**src/rtl/uart_rx_fifo.sv**
```systemverilog
// uart_rx_fifo: UART receiver (optional parity) feeding a small receive FIFO
// Ports: clk, srst_n (synchronous, active-low reset); rx serial line (idle high);
//    rd_en pops the FIFO head shown on rd_data, rd_valid flags a non-empty FIFO;
//    frame_err, parity_err, overrun are one-cycle error pulses; busy is high
//    whenever the receiver is not idle.
module uart_rx_fifo #(
   parameter int DATA_BITS    = 8,
   parameter int CLKS_PER_BIT = 16,
   parameter int PARITY_EN    = 0,
   parameter int PARITY_ODD   = 0,
   parameter int FIFO_DEPTH   = 4
) (
   input  logic                 clk,
   input  logic                 srst_n,
   input  logic                 rx,
   input  logic                 rd_en,
   output logic [DATA_BITS-1:0] rd_data,
   output logic                 rd_valid,
   output logic                 frame_err,
   output logic                 parity_err,
   output logic                 overrun,
   output logic                 busy
);
   localparam int TW = $clog2(CLKS_PER_BIT);
   localparam int BW = $clog2(DATA_BITS + 1);
   localparam int AW = $clog2(FIFO_DEPTH);
   localparam int PW = AW + 1;
   localparam logic [TW-1:0] HALF = TW'(CLKS_PER_BIT / 2 - 1);
   localparam logic [TW-1:0] LAST = TW'(CLKS_PER_BIT - 1);
   localparam logic [BW-1:0] LAST_BIT = BW'(DATA_BITS - 1);
   localparam logic ODD = PARITY_ODD != 0;
   typedef enum logic [2:0] {IDLE, START, DATA, PARITY, STOP, WAIT_HIGH} state_t;
   state_t state, state_n;
   logic sync1, rx_s, rx_q;
   logic [TW-1:0] timer;
   logic [BW-1:0] bit_cnt;
   logic [DATA_BITS-1:0] shreg;
   logic par_bad;
   logic [DATA_BITS-1:0] mem [FIFO_DEPTH];
   logic [PW-1:0] wr_ptr, rd_ptr;
   logic tick_half, tick_full, stop_tick, push, pop, full, wr;
   assign tick_half = timer == HALF;
   assign tick_full = timer == LAST;
   assign stop_tick = state == STOP && tick_full;
   assign push = stop_tick && rx_s && !par_bad;
   assign pop = rd_en && rd_valid;
   // full when the pointers differ only in their wrap bit
   assign full = wr_ptr == {~rd_ptr[AW], rd_ptr[AW-1:0]};
   // a full FIFO still takes the word if the head leaves in the same cycle
   assign wr = push && (!full || pop);
   assign rd_valid = wr_ptr != rd_ptr;
   assign rd_data = rd_valid ? mem[rd_ptr[AW-1:0]] : '0;
   assign busy = state != IDLE;
   always_ff @(posedge clk) begin
      if (!srst_n) state <= IDLE;
      else state <= state_n;
   end
   always_comb begin
      state_n = state;
      case (state)
         IDLE:      if (rx_q && !rx_s) state_n = START;
         START:     if (tick_half) state_n = rx_s ? IDLE : DATA;
         DATA:      if (tick_full && bit_cnt == LAST_BIT) state_n = PARITY_EN != 0 ? PARITY : STOP;
         PARITY:    if (tick_full) state_n = STOP;
         STOP:      if (tick_full) state_n = rx_s ? IDLE : WAIT_HIGH;
         WAIT_HIGH: if (rx_s) state_n = IDLE;
         default:   state_n = IDLE;
      endcase
   end
   always_ff @(posedge clk) begin
      if (!srst_n) begin
         sync1      <= 1'b1;
         rx_s       <= 1'b1;
         rx_q       <= 1'b1;
         timer      <= '0;
         bit_cnt    <= '0;
         shreg      <= '0;
         par_bad    <= 1'b0;
         frame_err  <= 1'b0;
         parity_err <= 1'b0;
         overrun    <= 1'b0;
         wr_ptr     <= '0;
         rd_ptr     <= '0;
      end else begin
         sync1      <= rx;
         rx_s       <= sync1;
         rx_q       <= rx_s;
         // START times half a bit to land on mid-bit; later states time whole bits
         timer      <= (state == IDLE || state == WAIT_HIGH || (state == START ? tick_half : tick_full)) ? '0 : timer + TW'(1);
         bit_cnt    <= state == DATA ? bit_cnt + BW'(tick_full) : '0;
         if (state == DATA && tick_full) shreg <= {rx_s, shreg[DATA_BITS-1:1]};
         par_bad    <= (state == PARITY && tick_full) ? ((^shreg ^ rx_s) != ODD) : (state == IDLE ? 1'b0 : par_bad);
         frame_err  <= stop_tick && !rx_s;
         parity_err <= stop_tick && par_bad;
         overrun    <= push && full && !pop;
         if (wr) wr_ptr <= wr_ptr + PW'(1);
         if (pop) rd_ptr <= rd_ptr + PW'(1);
      end
   end
   always_ff @(posedge clk) begin
      if (srst_n && wr) mem[wr_ptr[AW-1:0]] <= shreg;
   end
endmodule

```
**config.mk**
```make
export PLATFORM = sky130hd
export DESIGN_NAME = uart_rx_fifo
export DESIGN_NICKNAME = d
export VERILOG_FILES = /design/src/rtl/uart_rx_fifo.sv
export SDC_FILE = /design/constraint.sdc
export NUM_CORES = 1
export LEC_CHECK = 0
export BUFFER_PORTS_ARGS = -buffer_cell sky130_fd_sc_hd__buf_4
export CORE_UTILIZATION = 55
export CTS_CLUSTER_SIZE = 25
export DETAILED_ROUTE_END_ITERATION = 10
export GPL_ROUTABILITY_DRIVEN = 0
export PLACE_DENSITY = 0.7
export SYNTH_ARGS = -nofsm -noshare
export SYNTH_HDL_FRONTEND = slang
export SYNTH_SLANG_ARGS = --single-unit
```
**constraint.sdc**
```tcl
create_clock -name clk -period 2.06 [get_ports clk]
set_input_delay 0.103 -clock clk [delete_from_list [all_inputs] [get_ports clk]]
set_output_delay 0.103 -clock clk [all_outputs]
set_load 0.01 [all_outputs]
```
-- Word level (Yosys, flattened, before mapping)
Memory sizes are Yosys's and may differ from the RTL's. A register that Yosys moved wholly into a read port is not among the register bits.
Index checks and enable logic that the tools add are counted.
- flip-flop bits (word level): 32
- bits in writable memories: 32
- logic and storage cells: 82
- memories kept: 1
- add/subtract/negate cells: 4
- equality and inequality tests: 16
- muxes and demuxes: 17
- bitwise operators: 3
- reductions and logical operators: 28
- memories (name ; words ; width ; rd ports ; clocked after memory_dff ; wr ports ; line ; source):
    mem ; 4 ; 8 ; 1 ; 1 ; 1 ; 39 ; logic [DATA_BITS-1:0] mem [FIFO_DEPTH];
- operators with widths (kind ; number):
    $mux 3 ; 7
    $pmux 3 s6 ; 1
    $logic_and 1x1->1 ; 14
    $ne 2x2->1 const B ; 6
    $eq 4x3->1 const B ; 2
    $mux 8 ; 1
    $reduce_xor 8->1 ; 1
    $add 3x1->3 const B ; 2
    $eq 3x2->1 const B ; 2
    $eq 3x3->1 const B ; 2
    $mux 2 ; 3
    $reduce_and 6->1 ; 1
    $mux 1 ; 5
    $add 4x1->4 ; 1
    $add 4x1->4 const B ; 1
    $eq 4x4->1 const B ; 1
    $logic_not 1->1 ; 4
    $eq 3x1->1 const B ; 1
    $eq 3x3->1 ; 1
    $logic_not 3->1 ; 1
    $logic_or 1x1->1 ; 3
    $ne 3x3->1 ; 1
    $reduce_bool 3->1 ; 1
    $not 1->1 ; 2
    4 further kinds ; 4

-- Depth between registers and ports, before layout
- word-level depth: 8
- gate-level depth with buffers: 7
- gate-level depth less buffers: 6

-- Worst setup path before layout
No wires, ideal clock.
- path type: register to register
- start: reg timer[0]
- end: mem mem[3][0] (enable)
- setup time: 0.370 ns
- arrival time: 1.486 ns
- data required time: 1.690 ns
- slack: 0.203 ns
- cell stages (with the launch flop): 6
- path buffers: 0
- period minus slack after synthesis: 1.857 ns
- path through: dfxtp_1 > ha_1 > nand2_1 > nor4_4 > nand3_2 > nor2_1
- cells in the longest elaborated chain, start to end: 8
- ends and longest elaborated chain (item ; line ; source):
    start, declared ; 35 ; logic [TW-1:0] timer;
    start signal, assigned ; 89 ; timer <= (state == IDLE || state == WAIT_HIGH || (state == START ? tick_half : tick_full)) ? '0 : timer + TW'( ...
    $eq 4x4->1 ; 43 ; assign tick_full = timer == LAST;
    $logic_and 1x1->1 ; 44 ; assign stop_tick = state == STOP && tick_full;
    $logic_and 1x1->1 (2 in a row) ; 45 ; assign push = stop_tick && rx_s && !par_bad;
    $logic_and 1x1->1 ; 50 ; assign wr = push && (!full || pop);
    $logic_and 1x1->1 ; 101 ; if (srst_n && wr) mem[wr_ptr[AW-1:0]] <= shreg;
    $mux 1 ; 101 ;
    $mux 1 (not written as such) ; 101 ;
    end, declared ; 39 ;
Every way passes these cells.

-- Worst setup path after layout
Ends and elaborated chain as after synthesis.

==> summary.md <==
| Metric | Value |
|---|---|
| Setup TNS Final | 0 ns |
| EDFF count, synth | 32 |
| Crit Path Class | flip-flop to flip-flop |
| Worst r2r dst | mem[3][0] |
| Worst vdd ir | 0.0004109 V |
| Max Cap Viol | 0 |
| Max Freq | 538.3 MHz |
| Core ar. | 0.004848 sq mm |
| Cell Area, Synth | 0.002850 sq mm |
| # DRC | 0 |
| Row count | 25 |
| H-tree levels | 3 |
| Post-synth top area share | 33.71% |
| Syn_nets | 232 |
| Via count | 1722 |
| Final period util | 90.18% |
| Post-Layout Cell Count | 316 |
| Post-synthesis sequential area ratio | 57.59% |
| ANT cells | 0 |
| Worst Hold Path EP | rx_s |
| Commonest cells in the netlist | dfxtp_1, edfxtp_1, nor2_1 |
| Fin crit period | 1.858 ns |
| Vias in the first global route | 1725 |
| Clk sinks | 66 |
| Crit path required time | 2.09 ns |
| Reg clk slew, reported paths | 0.07 ns |
| Area leader, netlist | edfxtp_1 |
| Worst min path class | input port to flip-flop |
| Reg2Reg Depth | 6 |
| Slew Viols, Final | 0 |
| Total gr overflow | 0 |
| Layout Skew | 0.007819 ns |
| Full die area | 0.005474 sq mm |
| Reg2reg setup slack | 0.20 ns |
| Routed vias/inst | 5.449 |
| Power per cell area | 724.6 mW/mm^2 |
| Worst-margin pin slew | 0.5615 ns |
| Routed WL per cell | 15.22 um |
| Power, Total | 0.002350 W |
| Cts bufs inserted | 9 |
| #FFs+latches synth | 66 |
| Clock Path Buffers | 2 |
| RSZ-0062 raised after global routing | no |
| Die height | 73.99 um |
| Hold_sp | srst_n |
| Most common cell in the netlist | dfxtp_1 |
| Worst EP arrival | 1.89 ns |
| Crit end category | flip-flop |
| Nets | 255 |
| Register Area | 0.001643 sq mm |
| Post-DRT Antenna Nets | 0 |
| P_leak | 1.275 nW |
| Mean post-synth cell area | 12.90 sq um |
| Share of cells above drive strength 1 | 22.09% |
| Leading register cell type out of synthesis | dfxtp_1 |
| Hold depth | 2 |
| First-pass GRT wire length | 7990 um |
| Worst slew margin | 62.22% |
| Starting Density | 58.79% |
| IO buf count | 16 |
| FFs w/ async S/R, synth | 0% |
| Final Instance Area | 0.003243 sq mm |
| Area of the multi-input gates | 0.001152 sq mm |
| RR Startpoint | timer[0] |
| I/O pins | 17 |
| Count of cell types in the netlist | 43 |
| DRT iter0 DRCs | 96 |
| Area after DPL | 0.003038 sq mm |
| # setup viols final | 0 |
| Post-Route WL | 4809 um |
| Filler cell count | 368 |
| Final core occ | 66.89% |
| Worst path slowest cell | nor4_4 |
| CTS root buffer | clkbuf_8 |
| Outcome | completed |
| Initial antenna violation count | 0 |
| Ys Warns | 0 |
| Area grow syn2layout | 13.78% |
| TritonCTS clock tree | done |
| Largest stage delay on the critical path | 0.37 ns |
| Clock Latency Late Sink | 0.33 ns |
| Post-CTS setup buffers | 0 |
| Final Hold Fails | 0 |
| Die width | 73.99 um |
| Largest net degree at the start of global routing | 19 |
| CP max FO | 8 |
| TritonRoute pass-1 iters | 4 |
| Inst Count DP | 299 |
| Area contributors post-synth | edfxtp_1, dfxtp_1, mux4_2, mux2i_1, ha_1 |
| Mapped Cells | 221 |
| Detailed placement HPWL | 3392 um |
| CP Launch Type | flip-flop |
| GRT Util Overall | 20.45% |
| CP Cell Sequence | ha_1 -> nand2_1 -> nor4_4 -> nand3_2 -> nor2_1 -> buf_4 |
[kinds of logic after synthesis]
group	after synthesis	share of synthesized area (%)
AO/OA/AOI/OAI	19	4.478
XOR/XNOR	18	6.014
multiplexers	19	10.18
adder cells (fa/ha/maj)	7	3.073
AND/OR/NAND/NOR	75	15.98
buffers and inverters	17	2.678
flip-flops	66	57.59
[stage by stage]
stage,worst slack (ns),hold WS [ns]
3_5_place_dp,-0.01673,0.2993
6_report,0.2024,0.04634
5_1_grt,0.04246,0.04408
3_3_place_gp,0.1629,0.2860
2_1_floorplan,0.2034,0.2045
4_1_cts,0.01576,0.03160
[worst max path at each step]
| stage | from | cells past startpoint | slack (ns) | to |
|---|---|---|---|---|
| after global placement | timer[0] | 5 | 0.16 | mem[0][2] |
| after global routing | timer[0] | 6 | 0.04 | mem[3][4] |
| final | timer[0] | 6 | 0.20 | mem[3][0] |
| after CTS | flip-flop | 3 | 0.02 | rd_data[3] |
| after detailed placement | timer[0] | 5 | -0.02 | mem[1][0] |
| after floorplan | timer[0] | 5 | 0.20 | mem[3][0] |
[placed cells by master (no fill, tap or decap), types with 2 or more instances in the layout]
| master | netlist | layout |
|---|---|---|
| and2_1 | 6 | 3 |
| or4_4 | 2 | 2 |
| nand2b_1 | 6 | 6 |
| nor2b_1 | 8 | 8 |
| nor4_1 | 2 | 2 |
| dfxtp_1 | 34 | 33 |
| clkinv_2 | 0 | 3 |
| xor2_1 | 7 | 7 |
| xnor2_1 | 10 | 10 |
| o21ai_0 | 3 | 3 |
| edfxtp_1 | 32 | 32 |
| and2_2 | 0 | 3 |
| mux4_2 | 8 | 8 |
| o21a_1 | 4 | 4 |
| nand3_1 | 5 | 5 |
| ha_1 | 7 | 7 |
| nor3_1 | 6 | 4 |
| clkbuf_8 | 0 | 11 |
| and3_1 | 2 | 2 |
| buf_4 | 0 | 20 |
| a21oi_1 | 4 | 4 |
| clkbuf_1 | 4 | 2 |
| o21ai_1 | 2 | 2 |
| and2b_1 | 4 | 4 |
| nand2_1 | 4 | 4 |
| inv_1 | 7 | 7 |
| nor2_1 | 20 | 20 |
| nand3_2 | 2 | 2 |
| mux2i_1 | 11 | 11 |
[power by group]
group,switching (W),internal [W],leakage [nW]
combinational,0.0000248,0.0000201,0.610
clock,0.000437,0.000497,0.0932
sequential,0.00000427,0.00137,0.571
total,0.000466,0.00188,1.27
[metal layers]
layer / global-route usage, % / part of all wire [%]
met1: 25.18 / 45
met5: 0 / 0
met4: 8.333 / 0.96
met2: 33.43 / 50
met3: 6.640 / 4.4
[registers in the layout (all words and copies together) (netlist names), named ones only]
name / cells
bit_cnt: 4
timer: 4
frame_err: 1
rd_ptr: 3
rx_s: 1
parity_err: 1
shreg: 8
overrun: 1
rx_q: 1
mem: 32
sync1: 1
state: 3
wr_ptr: 3
par_bad: 1
[worst max-delay path: cells and delay by family (launching register included)]
kind	cells	cell delay [ns]
adders and majority gates	1	0.21
buffers and inverters	1	0.19
and+or+nand+nor	4	0.80
DFF	1	0.35
[timing repair]
action | in CTS | in global routing
hold buffers | 1 | 0
gates resized for setup | 2 | 5
endpoints found under the hold margin | 1 | 0
cloned | 0 | 0
endpoints found under the setup margin | 17 | 29
[layout make-up]
cell class,count,share of cell area (%)
repair buffers,21,4.938
inverters,8,0.9259
clock buffers,13,4.900
well taps,67,2.585
clock inverters,3,0.4630
flip-flops and latches,66,50.66
multi-input cells,138,35.53
(Power assumes the default switching activity.)
